### src/rtl/div_pkg.sv
// ============================================================================
//  Module      : div_pkg
//  Description : Shared types and constants for the sequential divider
//                (FSM state encoding, default operand width, counter width).
//  Revision    : 1.0 - initial release
// ============================================================================
`default_nettype none

package div_pkg;

  // Default operand/result width of the divider.
  localparam int DIV_WIDTH = 32;

  // Iteration counter must hold the value DIV_WIDTH itself.
  localparam int DIV_CNT_W = $clog2(DIV_WIDTH + 1);

  // Divider control states.
  typedef enum logic [1:0] {
    IDLE = 2'd0,
    RUN  = 2'd1,
    FIX  = 2'd2,
    DONE = 2'd3
  } div_state_e;

endpackage : div_pkg

`default_nettype wire

### src/rtl/div_step.sv
// ============================================================================
//  Module      : div_step
//  Description : One combinational restoring-division iteration on unsigned
//                magnitudes: shift {rem,quot} left, trial-subtract the divisor,
//                keep the difference and set the quotient LSB when it fits.
//  Revision    : 1.0 - initial release
// ============================================================================
`default_nettype none

module div_step
  import div_pkg::*;
#(
  parameter int WIDTH = DIV_WIDTH
) (
  input  logic [WIDTH-1:0] i_rem,
  input  logic [WIDTH-1:0] i_quot,
  input  logic [WIDTH-1:0] i_divisor,
  output logic [WIDTH-1:0] o_rem,
  output logic [WIDTH-1:0] o_quot
);

  logic [WIDTH:0] rem_sh;
  logic           fits;

  // Shift in the next dividend bit and decide whether the divisor fits.
  // The shifted remainder needs WIDTH+1 bits because the divisor magnitude
  // may use the full WIDTH bits (unsigned mode). When the divisor fits, the
  // difference is below the divisor, so it is exact modulo 2^WIDTH.
  always_comb begin
    rem_sh = {i_rem, i_quot[WIDTH-1]};
    fits   = (rem_sh >= {1'b0, i_divisor});
    o_rem  = fits ? (rem_sh[WIDTH-1:0] - i_divisor) : rem_sh[WIDTH-1:0];
    o_quot = {i_quot[WIDTH-2:0], fits};
  end

endmodule : div_step

`default_nettype wire

### src/rtl/div_seq.sv
// ============================================================================
//  Module      : div_seq
//  Description : Sequential signed 32-bit divider (DIV) for the multicycle
//                MIPS core. Start/Busy/Done handshake, restoring algorithm,
//                one quotient bit per cycle, Lo = quotient, Hi = remainder,
//                DivZero pulse with Done on a zero divisor.
//                Optional macro DIV_UNSIGNED_EN adds the Unsigned input (DIVU).
//  Revision    : 1.0 - initial release
// ============================================================================
`default_nettype none

module div_seq
  import div_pkg::*;
#(
  parameter int WIDTH = DIV_WIDTH
) (
  input  logic             Clk,
  input  logic             Reset,
  input  logic             Start,
`ifdef DIV_UNSIGNED_EN
  input  logic             Unsigned,
`endif
  input  logic [WIDTH-1:0] Dividendo,
  input  logic [WIDTH-1:0] Divisor,
  output logic [WIDTH-1:0] Lo,
  output logic [WIDTH-1:0] Hi,
  output logic             Busy,
  output logic             Done,
  output logic             DivZero
);

  localparam int C_CNT_W = (WIDTH == DIV_WIDTH) ? DIV_CNT_W : $clog2(WIDTH + 1);

  div_state_e         state_q, state_d;
  logic [C_CNT_W-1:0] count_q, count_d;
  logic [WIDTH-1:0]   rem_q,   rem_d;
  logic [WIDTH-1:0]   quot_q,  quot_d;
  logic [WIDTH-1:0]   dvs_q,   dvs_d;
  logic               qneg_q,  qneg_d;
  logic               rneg_q,  rneg_d;
  logic               dz_q,    dz_d;
  logic [WIDTH-1:0]   lo_q,    lo_d;
  logic [WIDTH-1:0]   hi_q,    hi_d;

  logic               is_uns;
  logic               a_sgn;
  logic               b_sgn;
  logic [WIDTH-1:0]   a_abs;
  logic [WIDTH-1:0]   b_abs;
  logic [WIDTH-1:0]   step_rem;
  logic [WIDTH-1:0]   step_quot;

`ifdef DIV_UNSIGNED_EN
  assign is_uns = Unsigned;
`else
  assign is_uns = 1'b0;
`endif

  // Operand magnitudes and signs; unsigned operations bypass sign handling.
  always_comb begin
    a_sgn = Dividendo[WIDTH-1] & ~is_uns;
    b_sgn = Divisor[WIDTH-1]   & ~is_uns;
    a_abs = a_sgn ? (-Dividendo) : Dividendo;
    b_abs = b_sgn ? (-Divisor)   : Divisor;
  end

  div_step #(
    .WIDTH     (WIDTH)
  ) u_step (
    .i_rem     (rem_q),
    .i_quot    (quot_q),
    .i_divisor (dvs_q),
    .o_rem     (step_rem),
    .o_quot    (step_quot)
  );

  // State and datapath registers, cleared by synchronous reset.
  always_ff @(posedge Clk) begin
    if (Reset) begin
      state_q <= IDLE;
      count_q <= '0;
      rem_q   <= '0;
      quot_q  <= '0;
      dvs_q   <= '0;
      qneg_q  <= 1'b0;
      rneg_q  <= 1'b0;
      dz_q    <= 1'b0;
      lo_q    <= '0;
      hi_q    <= '0;
    end else begin
      state_q <= state_d;
      count_q <= count_d;
      rem_q   <= rem_d;
      quot_q  <= quot_d;
      dvs_q   <= dvs_d;
      qneg_q  <= qneg_d;
      rneg_q  <= rneg_d;
      dz_q    <= dz_d;
      lo_q    <= lo_d;
      hi_q    <= hi_d;
    end
  end

  // Next-state logic, datapath updates and handshake outputs.
  always_comb begin
    state_d = state_q;
    count_d = count_q;
    rem_d   = rem_q;
    quot_d  = quot_q;
    dvs_d   = dvs_q;
    qneg_d  = qneg_q;
    rneg_d  = rneg_q;
    dz_d    = dz_q;
    lo_d    = lo_q;
    hi_d    = hi_q;
    Busy    = 1'b0;
    Done    = 1'b0;
    DivZero = 1'b0;

    case (state_q)
      IDLE: begin
        if (Start) begin
          dz_d = (Divisor == '0);
          if (Divisor == '0) begin
            // No iteration; Lo/Hi keep their previous contents.
            state_d = DONE;
          end else begin
            rem_d   = '0;
            quot_d  = a_abs;
            dvs_d   = b_abs;
            qneg_d  = a_sgn ^ b_sgn;
            rneg_d  = a_sgn;
            count_d = C_CNT_W'(WIDTH);
            state_d = RUN;
          end
        end
      end

      RUN: begin
        Busy    = 1'b1;
        rem_d   = step_rem;
        quot_d  = step_quot;
        count_d = count_q - 1'b1;
        if (count_q == C_CNT_W'(1)) begin
          state_d = FIX;
        end
      end

      FIX: begin
        // Truncating division: remainder follows the dividend's sign.
        Busy    = 1'b1;
        lo_d    = qneg_q ? (-quot_q) : quot_q;
        hi_d    = rneg_q ? (-rem_q)  : rem_q;
        state_d = DONE;
      end

      DONE: begin
        Done    = 1'b1;
        DivZero = dz_q;
        state_d = IDLE;
      end

      default: begin
        state_d = IDLE;
      end
    endcase
  end

  assign Lo = lo_q;
  assign Hi = hi_q;

endmodule : div_seq

`default_nettype wire

### config.mk
export PLATFORM = sky130hd
export DESIGN_NAME = div_seq
export DESIGN_NICKNAME = d
export VERILOG_FILES = /design/src/rtl/div_pkg.sv /design/src/rtl/div_step.sv /design/src/rtl/div_seq.sv
export SDC_FILE = /design/constraint.sdc
export NUM_CORES = 1
export LEC_CHECK = 0
export ABC_AREA = 0
export CORE_UTILIZATION = 40
export CTS_CLUSTER_SIZE = 10
export DETAILED_ROUTE_END_ITERATION = 12
export PLACE_DENSITY_LB_ADDON = 0.3
export SYNTH_ARGS = -nofsm -noshare
export SYNTH_HDL_FRONTEND = slang
export SYNTH_HIERARCHICAL = 1
export SYNTH_SLANG_ARGS = --single-unit
### constraint.sdc
create_clock -name Clk -period 6.78 [get_ports Clk]
set_clock_uncertainty 0.1 [all_clocks]
set_input_delay 1.017 -clock Clk [delete_from_list [all_inputs] [get_ports Clk]]
set_output_delay 1.017 -clock Clk [all_outputs]
set_load 0.01 [all_outputs]
==> flow_summary.toml <==
[setup_path]
arrival_ns = 4.43
crit_required_ns = 7.03
start_kind = "primary input"
crit_path_top_delay_cell = "clkdlybuf4s50_1"
critPathMaxStageDelay_ns = 0.98
crit_path_end_kind = "register"
criticalPathCategory = "in -> reg"
cp_cell_sequence = "clkdlybuf4s50_1 > or3_1 > nor2_1 > a31o_2 > buf_4 > nand2_1 > a21oi_1"
crit_fanout = 48

[timing]
rsz0062_at_grt = "no"
fin_crit_sh_pct = 61.7
fin_ws_ns = 2.60
final_max_slew_viol_count = 0
hold_viol = 0
worstMarginPinSlew_ns = 1.18
post-route-min-period_ns = 4.18
fin_tns_setup_ns = 0
setup_viol = 0
maxSlewHeadroom_pct = 21.2
max_freq_mhz = 239

[floorplan]
die-area_um2 = 29700
rows = 62
die_w_um = 172
pin_count = 134
initial_core_util_pct = 40.6
die_h_um = 172
coreArea_um2 = 28600

[detailed_routing]
num_vias = 10500
first_pass_iters = 5
drc = 0
totalWireLength_mm = 30.7
wl_per_cell_um = 16.1
viasPerCell = 5.52
drt-initial-drc-count = 1003
postRouteAntennaNets = 0

[clock_network]
cts_buffer_depth = 2
h-tree-depth = 4
cts_hold_buffers = 0
cts.repair.resized = 0
clock-root-buffer = "clkbuf_16"
clk_pin_slew_worst_paths_ns = 0.08
numCtsBuffers = 17
cts.sinks = 171
post_cts_buffers = 0
cts_tree = "done"
clk_latency_ns = 0.43

[final_layout]
area_growth_pct = 15.9
drive_gt1_share_pct = 6.30
nets = 1622
diodes = 0
nFillCells = 2780

[grt]
grt_pass1_vias = 9361
gr-total-overflow = 0
grt_util_all_layers_pct = 20.7
antenna_found_initial = 0
grt_pass1_wl_mm = 49.2
grt_max_degree = 98

[placed_design]
place_ws_ns = 2.14
place_hpwl_mm = 22.2
io_buffers = 133
gp_congestion = 0.863

[synth]
synth_common_cells = "171 x dfxtp_1, 152 x nand2_1, 122 x nor2_1"
ys_seq_area_share_pct = 29.4
synth_flop_cell = "dfxtp_1"
synth_cell_types = 73
synth_edf_count = 0
synth_top_area_share_pct = 29.4
yosysWarningCount = 6
yosysMostFrequentCell = "dfxtp_1"
synth-seq-cells = 171
yosysTopAreaCell = "dfxtp_1"
syn_area_um2 = 11600
yosys-top-cells-area = "dfxtp_1 29%, xor2_1 6.6%, nand2_1 4.9%"
synthCells = 1478
synthArstFlopShare_pct = 0
syn-num-nets = 1589
synth_area_per_cell_um2 = 7.87

[power_and_ir_drop]
peakVddDrop_uv = 209
leakage_uw = 0.00499
power.total_uw = 4460
power.density_nw_per_um2 = 331

[run]
maxCapViolCount = 0

[outcome]
run_status = "complete, no violations"

[worst_hold_path]
worst_hold_path_type = "reg -> reg"
## cells by family (layout without fill, tap and decap cells)
kind of cell / Yosys count / count (layout) / synth area share [%]
simple gates: 482 / 482 / 20.0
compound gates: 401 / 401 / 22.7
buf+inv: 188 / 234 / 7.34
flops: 171 / 171 / 29.4
xor+xnor: 138 / 138 / 10.4
mux: 54 / 54 / 5.26
fa+ha+maj: 44 / 44 / 4.80
## worst max-delay path, delay by kind of cell
kind                   cells  cell delay, ns
and+or+nand+nor            3            0.99
AOI/OAI and AO/OA          2            1.00
buffers and inverters      2            1.38
## per-layer routing
layer  part of all wire (%)  GRT usage [%]  vias to the layer above
met4                   0.82           4.96                        0
met5                      0              0                        -
met2                     43           30.7                      244
met1                     52           31.6                     4937
li1                       -              -                     5343
met3                    4.5           2.11                       15
## final cells by class
cell class / instances / area [um^2] / area share, %
Sequential cell: 171 / 3420 / 25.4
Clock buffer: 17 / 425 / 3.16
Inverter: 64 / 240 / 1.78
Clock inverter: 15 / 148 / 1.10
Timing Repair Buffer: 138 / 1370 / 10.1
Tap cell: 384 / 480 / 3.57
Multi-Input combinational cell: 1119 / 7390 / 54.8
## cell usage in the layout, fill, tap and decap left out, drive strengths merged, types with 9 or more instances in the layout
| master | count |
|---|---|
| dfxtp | 171 |
| nand2 | 152 |
| clkdlybuf4s50 | 132 |
| nor2 | 122 |
| a21oi | 111 |
| xor2 | 87 |
| inv | 74 |
| o21ai | 72 |
| a211oi | 67 |
| xnor2 | 51 |
| nand3 | 49 |
| ha | 43 |
| o31ai | 39 |
| mux2 | 30 |
| mux2i | 24 |
| nor3 | 22 |
| o41ai | 22 |
| nor4 | 20 |
| o211ai | 20 |
| or3 | 19 |
| nor2b | 18 |
| nand2b | 18 |
| a31oi | 18 |
| clkbuf | 17 |
| or4 | 17 |
| nand4 | 14 |
| a21o | 9 |
## stage by stage
step / util [%] / area [um^2] / hold WS (ns) / std cells
after floorplan: - / 11600 / 0.332 / 1478
final: 47.1 / 13500 / 0.374 / 1908
after global routing: 47.1 / 13500 / 0.394 / 1908
after detailed placement: 45.1 / 12900 / 0.357 / 1876
after CTS: 47.1 / 13500 / 0.372 / 1908
after global placement: 45.1 / 12900 / 0.347 / 1876
## report_power, final
group | internal, uW | switching (uW) | total (uW)
Sequential | 1230 | 240 | 1470
Clock | 491 | 471 | 962
Combinational | 828 | 1200 | 2030
Total | 2550 | 1910 | 4460
## registers in the layout, summed over array words and instances, names as in the netlist
signal   cells
Hi          32
rneg_q       1
dvs_q       32
quot_q      32
state_q      2
Lo          32
rem_q       32
qneg_q       1
dz_q         1
count_q      6
## worst paths after layout
kind	startpoint	to	slack, ns	depth (start not counted)
worst max-delay path	Divisor[31]	rem_q[18]	2.60	7
worst min-delay path	dz_q	dz_q	0.37	2
worst max register to register	rem_q[10]	rem_q[18]	2.92	12
worst min register to register	dz_q	dz_q	0.37	2
Power figures use the tool's default switching activity.
